<file path="src/rtl/mmio_responder_pkg.sv">
// MMIO address map shared by the responder and the core's wb_sel/DMEM gating.
// Holds the IO_TOP default and the byte offsets of every mapped register.
package mmio_responder_pkg;

  localparam logic [3:0] IO_TOP_DEF  = 4'h8;

  localparam logic [7:0] MMIO_STATUS = 8'h00;
  localparam logic [7:0] MMIO_RX     = 8'h04;
  localparam logic [7:0] MMIO_TX     = 8'h08;
  localparam logic [7:0] MMIO_CYC    = 8'h10;
  localparam logic [7:0] MMIO_INST   = 8'h14;
  localparam logic [7:0] MMIO_CLR    = 8'h18;
  localparam logic [7:0] MMIO_BR     = 8'h1C;
  localparam logic [7:0] MMIO_BRT    = 8'h20;

endpackage

</file>
<file path="src/rtl/mmio_responder_counter.sv">
// mmio_counter: wrapping event counter, sync active-low reset, clear beats inc.
// Ports: clk, rst_n, i_inc, i_clr, o_q[CNT_W-1:0].
module mmio_counter #(
  parameter int CNT_W = 32
) (
  input  logic             clk,
  input  logic             rst_n,
  input  logic             i_inc,
  input  logic             i_clr,
  output logic [CNT_W-1:0] o_q
);

  logic [CNT_W-1:0] r_q;

  always_ff @(posedge clk) begin
    if (!rst_n)     r_q <= '0;
    else if (i_clr) r_q <= '0;
    else if (i_inc) r_q <= r_q + 1'b1;
  end

  assign o_q = r_q;

endmodule

</file>
<file path="src/rtl/mmio_responder.sv">
// mmio_responder: MMIO target in X, registered read data in MW, UART TX/RX, counters.
// Ports: clk, rst_n, x_* decode, inst_retire, mw_rdata/mw_hit, tx_*, rx_*;
// br_x/br_taken only with BRANCH_STATS_EN defined.
module mmio_responder
  import mmio_responder_pkg::*;
#(
  parameter logic [3:0] IO_TOP = IO_TOP_DEF,
  parameter int         CNT_W  = 32
) (
  input  logic        clk,
  input  logic        rst_n,
  input  logic [31:0] x_addr,
  input  logic [31:0] x_wdata,
  input  logic        x_load,
  input  logic        x_store,
  input  logic        x_valid,
  input  logic        inst_retire,
  output logic [31:0] mw_rdata,
  output logic        mw_hit,
  output logic [7:0]  tx_data,
  output logic        tx_valid,
  input  logic        tx_ready,
  input  logic [7:0]  rx_data,
  input  logic        rx_valid,
  output logic        rx_ready
`ifdef BRANCH_STATS_EN
  ,
  input  logic        br_x,
  input  logic        br_taken
`endif
);

  logic             w_sel;
  logic             w_ld;
  logic             w_st;
  logic [7:0]       w_off;
  logic             w_tx_wr;
  logic             w_clr;
  logic [31:0]      w_rd;
  logic [CNT_W-1:0] w_cyc;
  logic [CNT_W-1:0] w_inst;

  logic [31:0]      r_rdata;
  logic             r_hit;
  logic             r_tx_full;
  logic [7:0]       r_tx_data;

  assign w_sel = x_valid & (x_addr[31:28] == IO_TOP);
  assign w_ld  = w_sel & x_load;
  assign w_st  = w_sel & x_store;
  assign w_off = x_addr[7:0];

  // Full buffer drops the byte, even on the cycle it drains.
  assign w_tx_wr = w_st & (w_off == MMIO_TX) & ~r_tx_full;
  assign w_clr   = w_st & (w_off == MMIO_CLR);

  assign rx_ready = rst_n & w_ld & (w_off == MMIO_RX) & rx_valid;

  mmio_counter #(.CNT_W(CNT_W)) u_cyc (
    .clk   (clk),
    .rst_n (rst_n),
    .i_inc (1'b1),
    .i_clr (w_clr),
    .o_q   (w_cyc)
  );

  mmio_counter #(.CNT_W(CNT_W)) u_inst (
    .clk   (clk),
    .rst_n (rst_n),
    .i_inc (inst_retire),
    .i_clr (w_clr),
    .o_q   (w_inst)
  );

`ifdef BRANCH_STATS_EN
  logic [CNT_W-1:0] w_br;
  logic [CNT_W-1:0] w_brt;

  mmio_counter #(.CNT_W(CNT_W)) u_br (
    .clk   (clk),
    .rst_n (rst_n),
    .i_inc (x_valid & br_x),
    .i_clr (w_clr),
    .o_q   (w_br)
  );

  mmio_counter #(.CNT_W(CNT_W)) u_brt (
    .clk   (clk),
    .rst_n (rst_n),
    .i_inc (x_valid & br_x & br_taken),
    .i_clr (w_clr),
    .o_q   (w_brt)
  );
`endif

  always_comb begin
    w_rd = '0;
    case (w_off)
      MMIO_STATUS: w_rd = {30'b0, rx_valid, ~r_tx_full};
      MMIO_RX:     w_rd = rx_valid ? {24'b0, rx_data} : 32'b0;
      MMIO_CYC:    w_rd = 32'(w_cyc);
      MMIO_INST:   w_rd = 32'(w_inst);
`ifdef BRANCH_STATS_EN
      MMIO_BR:     w_rd = 32'(w_br);
      MMIO_BRT:    w_rd = 32'(w_brt);
`endif
      default:     w_rd = '0;
    endcase
  end

  always_ff @(posedge clk) begin
    if (!rst_n) begin
      r_rdata   <= '0;
      r_hit     <= 1'b0;
      r_tx_full <= 1'b0;
      r_tx_data <= '0;
    end else begin
      r_hit <= w_ld;
      if (w_ld)
        r_rdata <= w_rd;
      if (w_tx_wr) begin
        r_tx_full <= 1'b1;
        r_tx_data <= x_wdata[7:0];
      end else if (r_tx_full & tx_ready) begin
        r_tx_full <= 1'b0;
      end
    end
  end

  assign mw_rdata = r_rdata;
  assign mw_hit   = r_hit;
  assign tx_data  = r_tx_data;
  assign tx_valid = r_tx_full;

endmodule

</file>
<file path="config.mk">
export PLATFORM = sky130hd
export DESIGN_NAME = mmio_responder
export DESIGN_NICKNAME = d
export VERILOG_FILES = /design/src/rtl/mmio_responder_pkg.sv /design/src/rtl/mmio_responder_counter.sv /design/src/rtl/mmio_responder.sv
export SDC_FILE = /design/constraint.sdc
export NUM_CORES = 1
export LEC_CHECK = 0
export CELL_PAD_IN_SITES_DETAIL_PLACEMENT = 0
export CELL_PAD_IN_SITES_GLOBAL_PLACEMENT = 2
export CORE_MARGIN = 2
export CORE_UTILIZATION = 29
export CTS_CLUSTER_SIZE = 12
export DETAILED_ROUTE_END_ITERATION = 16
export PLACE_DENSITY_LB_ADDON = 0.1
export SLEW_MARGIN = 25
export SYNTH_ARGS = -nofsm -noshare
export SYNTH_HDL_FRONTEND = slang
export SYNTH_SLANG_ARGS = --single-unit
</file>
<file path="constraint.sdc">
create_clock -name clk -period 2.6 [get_ports clk]
set_input_delay 0.65 -clock clk [delete_from_list [all_inputs] [get_ports clk]]
set_output_delay 0.65 -clock clk [all_outputs]
set_load 0.03 [all_outputs]
</file>
==> metrics.cfg, run 1 <==
[setup_path]
cp_top_family=simple AND/OR/NAND/NOR gates
crit_slowest_cell=clkdlybuf4s50_1
worstSetupPathType=input port to primary output
arrival_ps=1920
worstReg2RegEnd=u_cyc.o_q[31]$_SDFF_PP0_
startpoint_type=input port
path_buf_inv=2
rr_startpoint=u_cyc.o_q[4]$_SDFF_PP0_
rrSetupSlack_ps=570
reg2regPathDepth=5
end_kind=primary output
cp_max_fo=2
critPathRequiredTime_ps=1950
crit_chain=clkdlybuf4s50_1, nor4_4, nand4_1, nor2_4, buf_6
cp.depth=5
max_stage_delay_ps=470

[pwr]
peakVddDrop_uv=289.6
clkPwrFrac_pct=45.4
leakage_uw=0.002231
seqPwrFrac_pct=49.5
p_int_uw=2588
power_density_mw_per_mm2=530.5
swShare_pct=21.79
p_sw_uw=721.1
combPwrFrac_pct=5.1

[synthesis]
yosysSeqAreaShare_pct=44.64
avgSynthCellArea_um2=9.106
synthFlopType=dfxtp_1
ys_ff_latch=106
syn_nets=604
netlist_top_cells_area=dfxtp_1 45%, nor2_1 7.8%, mux2i_1 7.2%
yosys.area.top_type=dfxtp_1
yosysTopAreaCellShare_pct=44.64
syn_inst=522
async_reset_ff_share_pct=0
synthesis.area_mm2=0.004753
yosys_warnings=0
synth_cell_types=38
synth-edff-count=0

[place]
io_buffer_count=78
place.gp.congestion=0.7063
dp_hpwl_um=8758
place_inst=812

[timing]
max_freq_mhz=389.0
finalSetupViolCount=0
slew_headroom_pct=61.83
fin_crit_ps=2571
slew_violations=0
hold_viol_final=0
post-route-period-util_pct=98.87
whs_ps=461.1
fin_worst_skew_ps=9.150
tightest_slew_ps=570.0
fin_tns_setup_ps=0

[floorplan]
core_mm2=0.01594
fp.dieH_um=132.0
initial_core_util_pct=29.81
row_count=46
ios=123
die_area_mm2=0.01743
fp.dieW_um=132.0

[global_routing]
grt_first_pass_wirelength_um=20970
grt_usage_pct=15.10
first_global_vias=3848
grt_max_degree=65
antenna_found_initial=0
grt_overflow_total=0

[worst_hold_path]
hp-start=mw_rdata[1]$_SDFFE_PN0P_
min_path_type=register to register
holdPathStages=2
min_to=mw_rdata[1]$_SDFFE_PN0P_

[cts]
clock-sinks=106
cts_inserted_buffers=9
clk_pin_slew_ps=70
htree_num_levels=3
clk_latency_ps=350
ctsLongestPathBuffers=2
cts-root-buf=clkbuf_16
cts_tree=done

[routing]
first_pass_iters=4
wl_um=12710
drc=0
wl_per_cell_um=15.32
ant_nets=0
dr.first_iter.drc_count=130
vias_per_cell=4.776
vias=3964

[layout]
area_growth_pct=31.24
antenna_cells=0
fin_nets=692
instances_no_fill=830
fillers=1630
final_util_pct=39.13
drive_gt1_share_pct=9.446

[outcome]
status=complete, no violations

[flow_run]
drv_cap=0

worst reg2reg max path: stages (launching register included):
cell and delay, ps:
dfxtp_1 480, nand4_1 240, nor3b_2 560, nand3_1 190, or3_1 370, a21oi_1 130
how the worst max path moves through the flow:
stage	startpoint	end	slack [ps]
floorplan	x_addr[5]	rx_ready	20
global placement	x_addr[5]	rx_ready	-330
detailed placement	x_addr[5]	rx_ready	-310
CTS	x_addr[6]	rx_ready	-30
global route	x_addr[28]	rx_ready	-20
finish	x_addr[28]	rx_ready	30
cell families after synthesis:
kind of cell,Yosys count,share of synthesized area [%]
buf+inv,38,4.211
compound gates,56,9.292
xor+xnor,58,10.69
mux,34,7.160
flops,106,44.64
fa+ha+maj,2,0.5264
simple gates,228,23.48
cell type report:
type,instances,area [um2],area share (%)
Timing Repair Buffer,106,1016,16.29
Clock inverter,5,86.33,1.384
Multi-Input combinational cell,378,2471,39.61
Inverter,9,33.78,0.5415
Clock buffer,10,239.0,3.831
Sequential cell,106,2122,34.02
Tap cell,216,270.3,4.332
timing repair:
action                                  4_1_cts  5_1_grt
gates resized for setup                      12        9
endpoints found under the hold margin         0        0
endpoints found under the setup margin        1        1
pin swaps                                     3        5
hold buffers                                  0        0
buffers inserted                              1        2
layout by cell type, fill, tap and decap left out, types with 3 or more instances in the layout:
cell type,count
nand4_1,21
or3_1,4
clkdlybuf4s50_1,68
mux2i_1,34
nor2b_1,3
buf_4,26
nor4_1,10
buf_2,3
xor2_1,31
a2bb2oi_1,24
dlymetal6s2s_1,5
xnor2_1,27
nor3_1,11
nand3_1,27
nand2_1,24
a22o_1,6
inv_1,8
and4_1,9
o21ai_0,11
a22oi_1,6
nor2_1,98
a21oi_1,5
dfxtp_1,106
and3_1,9
clkbuf_16,9
layer usage:
metal / global-route usage [%] / share of wire [%]
met3: 2.807 / 5.0
met5: 0 / 0
met1: 21.27 / 51
met4: 5.616 / 1.3
met2: 22.95 / 43
Yosys cell counts (6+ instances only):
cell type	count
xor2_1	31
dfxtp_1	106
a2bb2oi_1	24
mux2i_1	34
buf_6	6
nand4_1	21
nor4_1	12
buf_2	7
nand3_1	27
and4_1	9
nor2_1	99
inv_1	8
a22o_1	6
xnor2_1	27
nor3_1	11
a22oi_1	6
and3_1	9
nand2_1	25
clkbuf_1	14
o21ai_0	11
power by group through the flow:
stage / Sequential, uW / Clock (uW) / Combinational, uW
2_1_floorplan: 1670 / 0 / 82.9
3_3_place_gp: 1680 / 0 / 163
3_5_place_dp: 1680 / 0 / 166
4_1_cts: 1640 / 1550 / 166
5_1_grt: 1640 / 1620 / 185
6_report: 1640 / 1500 / 167
registers in the layout, indices dropped and copies added (netlist names):
signal      count
mw_hit          1
mw_rdata       32
u_inst.o_q     32
tx_data         8
u_cyc.o_q      32
tx_valid        1
metrics by stage:
stage / area, um2 / setup slack [ps] / power (uW)
2_1_floorplan: 4761 / 22.25 / 1757
3_3_place_gp: 5851 / -327.1 / 1841
3_5_place_dp: 5851 / -309.2 / 1843
4_1_cts: 6185 / -26.31 / 3358
5_1_grt: 6238 / -16.90 / 3440
6_report: 6238 / 29.47 / 3310
(Power assumes the default switching activity.)
==> run 2, diff against run 1 <==
--- a/config.mk
+++ b/config.mk
@@ -5,13 +5,11 @@
 export SDC_FILE = /design/constraint.sdc
 export NUM_CORES = 1
 export LEC_CHECK = 0
-export CELL_PAD_IN_SITES_DETAIL_PLACEMENT = 0
-export CELL_PAD_IN_SITES_GLOBAL_PLACEMENT = 2
 export CORE_MARGIN = 2
-export CORE_UTILIZATION = 29
+export CORE_UTILIZATION = 49
 export CTS_CLUSTER_SIZE = 12
 export DETAILED_ROUTE_END_ITERATION = 16
-export PLACE_DENSITY_LB_ADDON = 0.1
+export PLACE_DENSITY = 0.8
 export SLEW_MARGIN = 25
 export SYNTH_ARGS = -nofsm -noshare
 export SYNTH_HDL_FRONTEND = slang
==> run 2 against run 1 <==
  * Routed wire length down 11%
  * Highest routed layer unchanged
  * Critical endpoint unchanged
  * Critical path depth stayed put
  * Global-route usage is 7.6 points higher
  * First-iteration DRC count up 23%
  * Critical path type unchanged
  * Largest power group unchanged
  * Power is 18% lower
  * Utilization is 25 points higher
  * Largest cell class unchanged
  * Worst hold slack better by 9.3 ps
  * Clock power down 39%
  * Cell area decreased by 4.3%
  * Clock skew is 2.8 ps higher
  * Non-clock buffer count fell by 2
  * Register-to-register slack better by 170 ps
==> metrics.cfg, run 2 (synthesized netlist as in run 1, its figures left out) <==
[cts]
postCtsHoldBufs=0  ; unchanged
clk_latency_ps=360  ; about the same
cts-root-buf=clkbuf_8
cts_tree=done
cts_inserted_buffers=9  ; unchanged
ctsLongestPathBuffers=2  ; unchanged
htree_num_levels=3  ; unchanged
clock-sinks=106  ; unchanged
clk_pin_slew_ps=100  ; +30 ps

[routing]
vias_per_cell=5.462  ; +14%
wl_um=11370  ; -11%
ant_nets=0  ; unchanged
first_pass_iters=4  ; unchanged
vias=4053  ; +2.2%
wl_per_cell_um=15.32  ; about the same
drc=0  ; unchanged
dr.first_iter.drc_count=160  ; +23%

[floorplan]
fp.dieW_um=102.5  ; -22%
die_area_mm2=0.01050  ; -40%
core_mm2=0.009328  ; -41%
ios=123  ; unchanged
fp.dieH_um=102.5  ; -22%
row_count=35  ; -24%
initial_core_util_pct=50.96  ; +21 points

[flow_run]
drv_cap=0  ; unchanged

[global_routing]
grt_first_pass_wirelength_um=18980  ; -9.5%
grt_usage_pct=22.70  ; +7.6 points
grt_max_degree=65  ; unchanged
antenna_found_initial=0  ; unchanged
first_global_vias=4082  ; +6.1%
grt_overflow_total=0  ; unchanged

[timing]
finalSetupViolCount=0  ; unchanged
max_freq_mhz=389.3  ; about the same
tightest_slew_ps=393.9  ; -176.1 ps
setup_ws_ps=31.38  ; +1.916 ps
hold_viol_final=0  ; unchanged
slew_headroom_pct=73.66  ; +12 points
slew_violations=0  ; unchanged
whs_ps=470.4  ; +9.335 ps
fin_crit_ps=2569  ; -1.916 ps
post-route-period-util_pct=98.79  ; about the same
fin_worst_skew_ps=11.99  ; +2.835 ps

[setup_path]
end_kind=primary output
cp_max_fo=2  ; unchanged
critPathRequiredTime_ps=1950  ; about the same
arrival_ps=1920  ; about the same
startpoint_type=input port
worstSetupPathType=input port to primary output

[place]
dp_slack_ps=-338.2  ; -28.91 ps
dp_hpwl_um=8171  ; -6.7%
io_buffer_count=78  ; unchanged
place.gp.congestion=0.8719  ; +23%
place_area_mm2=0.005734  ; -2.0%

[pwr]
power_density_mw_per_mm2=456.4  ; -14%
leakage_uw=0.002147  ; -3.8%
power_uw=2726  ; -18%
peakVddDrop_uv=230.1  ; -21%

[layout]
multi_input_area_mm2=0.002471  ; unchanged
final_common_cell=dfxtp_1
register_area_mm2=0.002122  ; unchanged
fin_area_mm2=0.005972  ; -4.3%
drive_gt1_share_pct=8.972  ; -0.47 points
fin_nets=690  ; -0.29%
final_cell_mix=106 x dfxtp_1, 98 x nor2_1, 68 x clkdlybuf4s50_1
area_growth_pct=25.64
antenna_cells=0  ; unchanged
final_util_pct=64.02  ; +25 points
fillers=744  ; -54%

[worst_hold_path]
min_path_type=register to register

[outcome]
status=complete, no violations

run 2: cell count changes in the layout (fill, tap and decap cells not counted), moves of 2 or more:
cell	change
clkbuf_16	-9
clkbuf_8	+8
clkdlybuf4s15_1	+2
buf_2	-2
buf_4	-2
bufinv_16	-2
clkinvlp_4	+2
clkinv_4	+2
run 2: power breakdown:
| group | leakage [uW] | internal [uW] | switching, uW |
|---|---|---|---|
| registers | 0.000854 | 1630 | 9.77 |
| clock network | 0.0000858 | 355 | 567 |
| logic | 0.00121 | 83.2 | 81.2 |
| total | 0.00215 | 2070 | 658 |
run 2: what timing repair did:
item	in CTS	in global routing
endpoints found under the setup margin	1	1
cloned	0	0
resized for setup	9	9
pin swaps	4	6
endpoints found under the hold margin	0	0
buffers inserted	1	1
run 2: stage by stage:
step	setup TNS [ps]	instances
CTS	0	741
floorplan	0	522
global route	-21.31	742
global placement	-1045	724
finish	0	742
detailed placement	-1436	724
run 2: final cells by class:
type / count / share of cell area (%)
multi-input combinational: 378 / 41.38
sequential: 106 / 35.53
timing repair buffer: 104 / 16.82
tap: 129 / 2.703
clock buffer: 9 / 2.074
clock inverter: 7 / 0.9219
inverter: 9 / 0.5657
run 2: worst max-delay path: stages:
cell and delay [ps]:
clkdlybuf4s50_1 460, nor4_4 280, nand4_1 230, nor2_4 160, buf_6 130
run 2: final timing paths:
check,start,to,slack (ps),cells after the start
worst max-delay path,x_addr[30],rx_ready,30,5
worst min-delay path,mw_rdata[1]$_SDFFE_PN0P_,mw_rdata[1]$_SDFFE_PN0P_,470,2
worst max register to register,u_inst.o_q[17]$_SDFFE_PP0P_,u_inst.o_q[31]$_SDFFE_PP0P_,740,5
worst min register to register,mw_rdata[1]$_SDFFE_PN0P_,mw_rdata[1]$_SDFFE_PN0P_,470,2
run 2: metal layers:
layer	part of all wire [%]	up-vias	global-route usage (%)	wire [um]
met5	0	-	0	0
met4	1.1	0	9.026	124
met3	4.5	10	2.983	515
met2	50	98	38.96	5715
met1	44	1941	28.99	5015
li1	-	2004	-	-
==> edit, RTL diff (config.mk and constraints of run 1) <==
`CNT_W` is set to 32 in 2 places; all go to 16.
--- a/src/rtl/mmio_responder_counter.sv
+++ b/src/rtl/mmio_responder_counter.sv
@@ -2,5 +2,5 @@
 // Ports: clk, rst_n, i_inc, i_clr, o_q[CNT_W-1:0].
 module mmio_counter #(
-  parameter int CNT_W = 32
+  parameter int CNT_W = 16
 ) (
   input  logic             clk,
--- a/src/rtl/mmio_responder.sv
+++ b/src/rtl/mmio_responder.sv
@@ -6,5 +6,5 @@
 #(
   parameter logic [3:0] IO_TOP = IO_TOP_DEF,
-  parameter int         CNT_W  = 32
+  parameter int         CNT_W  = 16
 ) (
   input  logic        clk,
Formal check against the unedited RTL: same outputs for any inputs over 10 cycles, from zero or initial values and one cycle with rst_n low; that may be too few to reach the edited logic, so the function may still have changed.
==> edit against run 1 <==
  * First-iteration DRC count shrank 43%
  * Total power shrank 37%
  * Register-to-register slack gained 0.34 ns
  * Synthesized cell count shrank 39%
  * Combinational power grew 5%
  * Synthesized area shrank 43%
  * Design area shrank 40%
  * Setup slack gained 0.066 ns
  * Critical path depth grew 1
  * Routed wire length shrank 40%
  * Die area shrank 42%
  * Sequential cell count shrank 48
  * Critical endpoint unchanged
  * Largest cell class unchanged
==> edit: results (changes against run 1) <==
clock latency on the worst-skew pair 0.34 ns; XOR/XNOR share of the synthesized area 8.73% (-2.0 points); Synth Area in Compound Gates 12.2% (+2.9 points); worst slack, placed 0.0313 ns (+0.341 ns); postcts setup bufs 0 (-1); 1st-pass router iterations 4 (unchanged); synth unique cells 41 (+7.9%); initial drt markers 74 (-43%); post-synth top area cell dfxtp_1; share of cells above drive strength 1 10.0% (+0.58 points); # diodes 0 (unchanged); clk_skew 0.00755 ns (-0.00160 ns); port bufs 62 (-21%); register share of total power 43.5% (-6.0 points); Seq/Total Area, Yosys 42.9% (-1.8 points); Fin Setup TNS 0 ns (unchanged); Filler cells 944 (-42%); All-Layer GR Usage 15.9% (+0.76 points); multiplexer area fraction after synthesis 3.33% (-3.8 points); total CTS buffers 9 (unchanged); CP max stage delay 0.43 ns (-0.04 ns); reg-to-reg startpoint u_inst.o_q[1]; grt met3 use 3.61% (+0.80 points); initial antenna violation count 0 (unchanged); Worst Path Arrival 1.85 ns (-0.07 ns); number of vias per cell 4.75 (-0.65%); GP Congestion 0.751 (+6.3%); Post-synth top cells dfxtp_1, nor2_1, nand2_1; Psw 0.475 mW (-34%); Post-layout nets 476 (-31%); CP startpoint x_addr[5]; slowest cell on the critical path clkdlybuf4s50_1; dpl hpwl 5490 um (-37%); vias in the first global route 2374 (-38%); pin count of the biggest net entering global routing 33 (-49%); CP top delay family simple AND/OR/NAND/NOR gates; Clk pwr share 48.1% (+2.7 points); GR Util met2 24.0% (+1.1 points); main area contributors after synthesis dfxtp_1, xnor2_1, nor2_1, o21ai_0, buf_4; clk buf depth 2 (unchanged); first-pass GRT wire length 12200 um (-42%); LEAKAGE 1.29 nW (-42%); worst vdd ir 0.000307 V (+6.0%); clock network power 1.00 mW (-33%); # hold bufs at CTS 0 (unchanged); post_cts resized 0 (-12); status completed; met1 Usage GRT 21.7% (+0.41 points); Post-Synth Adder-Cell Area 0.924% (+0.40 points); worst hold start mw_rdata[7]; Slew Viols, Final 0 (unchanged); Min-Delay Path Class flip-flop to flip-flop; final WL 7640 um (-40%); clk root buf clkbuf_8
## edit: changes by cell type after synthesis, moves of 8 or more
| cell | delta |
|---|---|
| a2bb2oi_1 | -24 |
| xor2_1 | -25 |
| o21ai_0 | +15 |
| buf_4 | +15 |
| and3_1 | -8 |
| nand3_1 | -16 |
| clkbuf_1 | -9 |
| mux2i_1 | -25 |
| dfxtp_1 | -48 |
| nor2_1 | -60 |
## edit: metrics by stage
step	std cells	area [um^2]
after floorplan	334	2760
after global placement	493	3470
after detailed placement	493	3470
final	510	3720
after CTS	509	3700
after global routing	510	3720
## edit: per-layer routing
metal	up-vias	wire [um]
li1	1235	-
met1	1109	3790
met2	70	3320
met3	6	425
met4	0	97
met5	-	0
## edit: cell families after synthesis
kind of cell	Yosys count
DFF	58
adders and majority gates	2
and+or+nand+nor	129
muxes	9
AOI/OAI and AO/OA	55
other	1
xor gates and xnor gates	27
buffers and inverters	38
## edit: path summary, 6_finish.rpt
kind | end | slack (ns) | cells after the start
setup / recovery | rx_ready | 0.1 | 6
setup reg to reg | u_inst.o_q[12] | 0.91 | 5
hold / removal | mw_rdata[7] | 0.46 | 2
hold reg to reg | mw_rdata[7] | 0.46 | 2
## edit: layout make-up
type | instances | area (um^2) | area share [%]
clock buffer | 11 | 131 | 3.53
sequential | 58 | 1160 | 31.2
timing repair buffer | 78 | 754 | 20.3
inverter | 9 | 33.8 | 0.909
multi-input combinational | 238 | 1400 | 37.5
tap | 111 | 139 | 3.74
clock inverter | 5 | 103 | 2.76
## edit: worst register-to-register path, stage by stage, from the launching register on
cell and delay (ns):
dfxtp_1 0.45, ha_1 0.21, nand4_1 0.29, nor4_1 0.43, xnor2_1 0.17, nor2_1 0.05
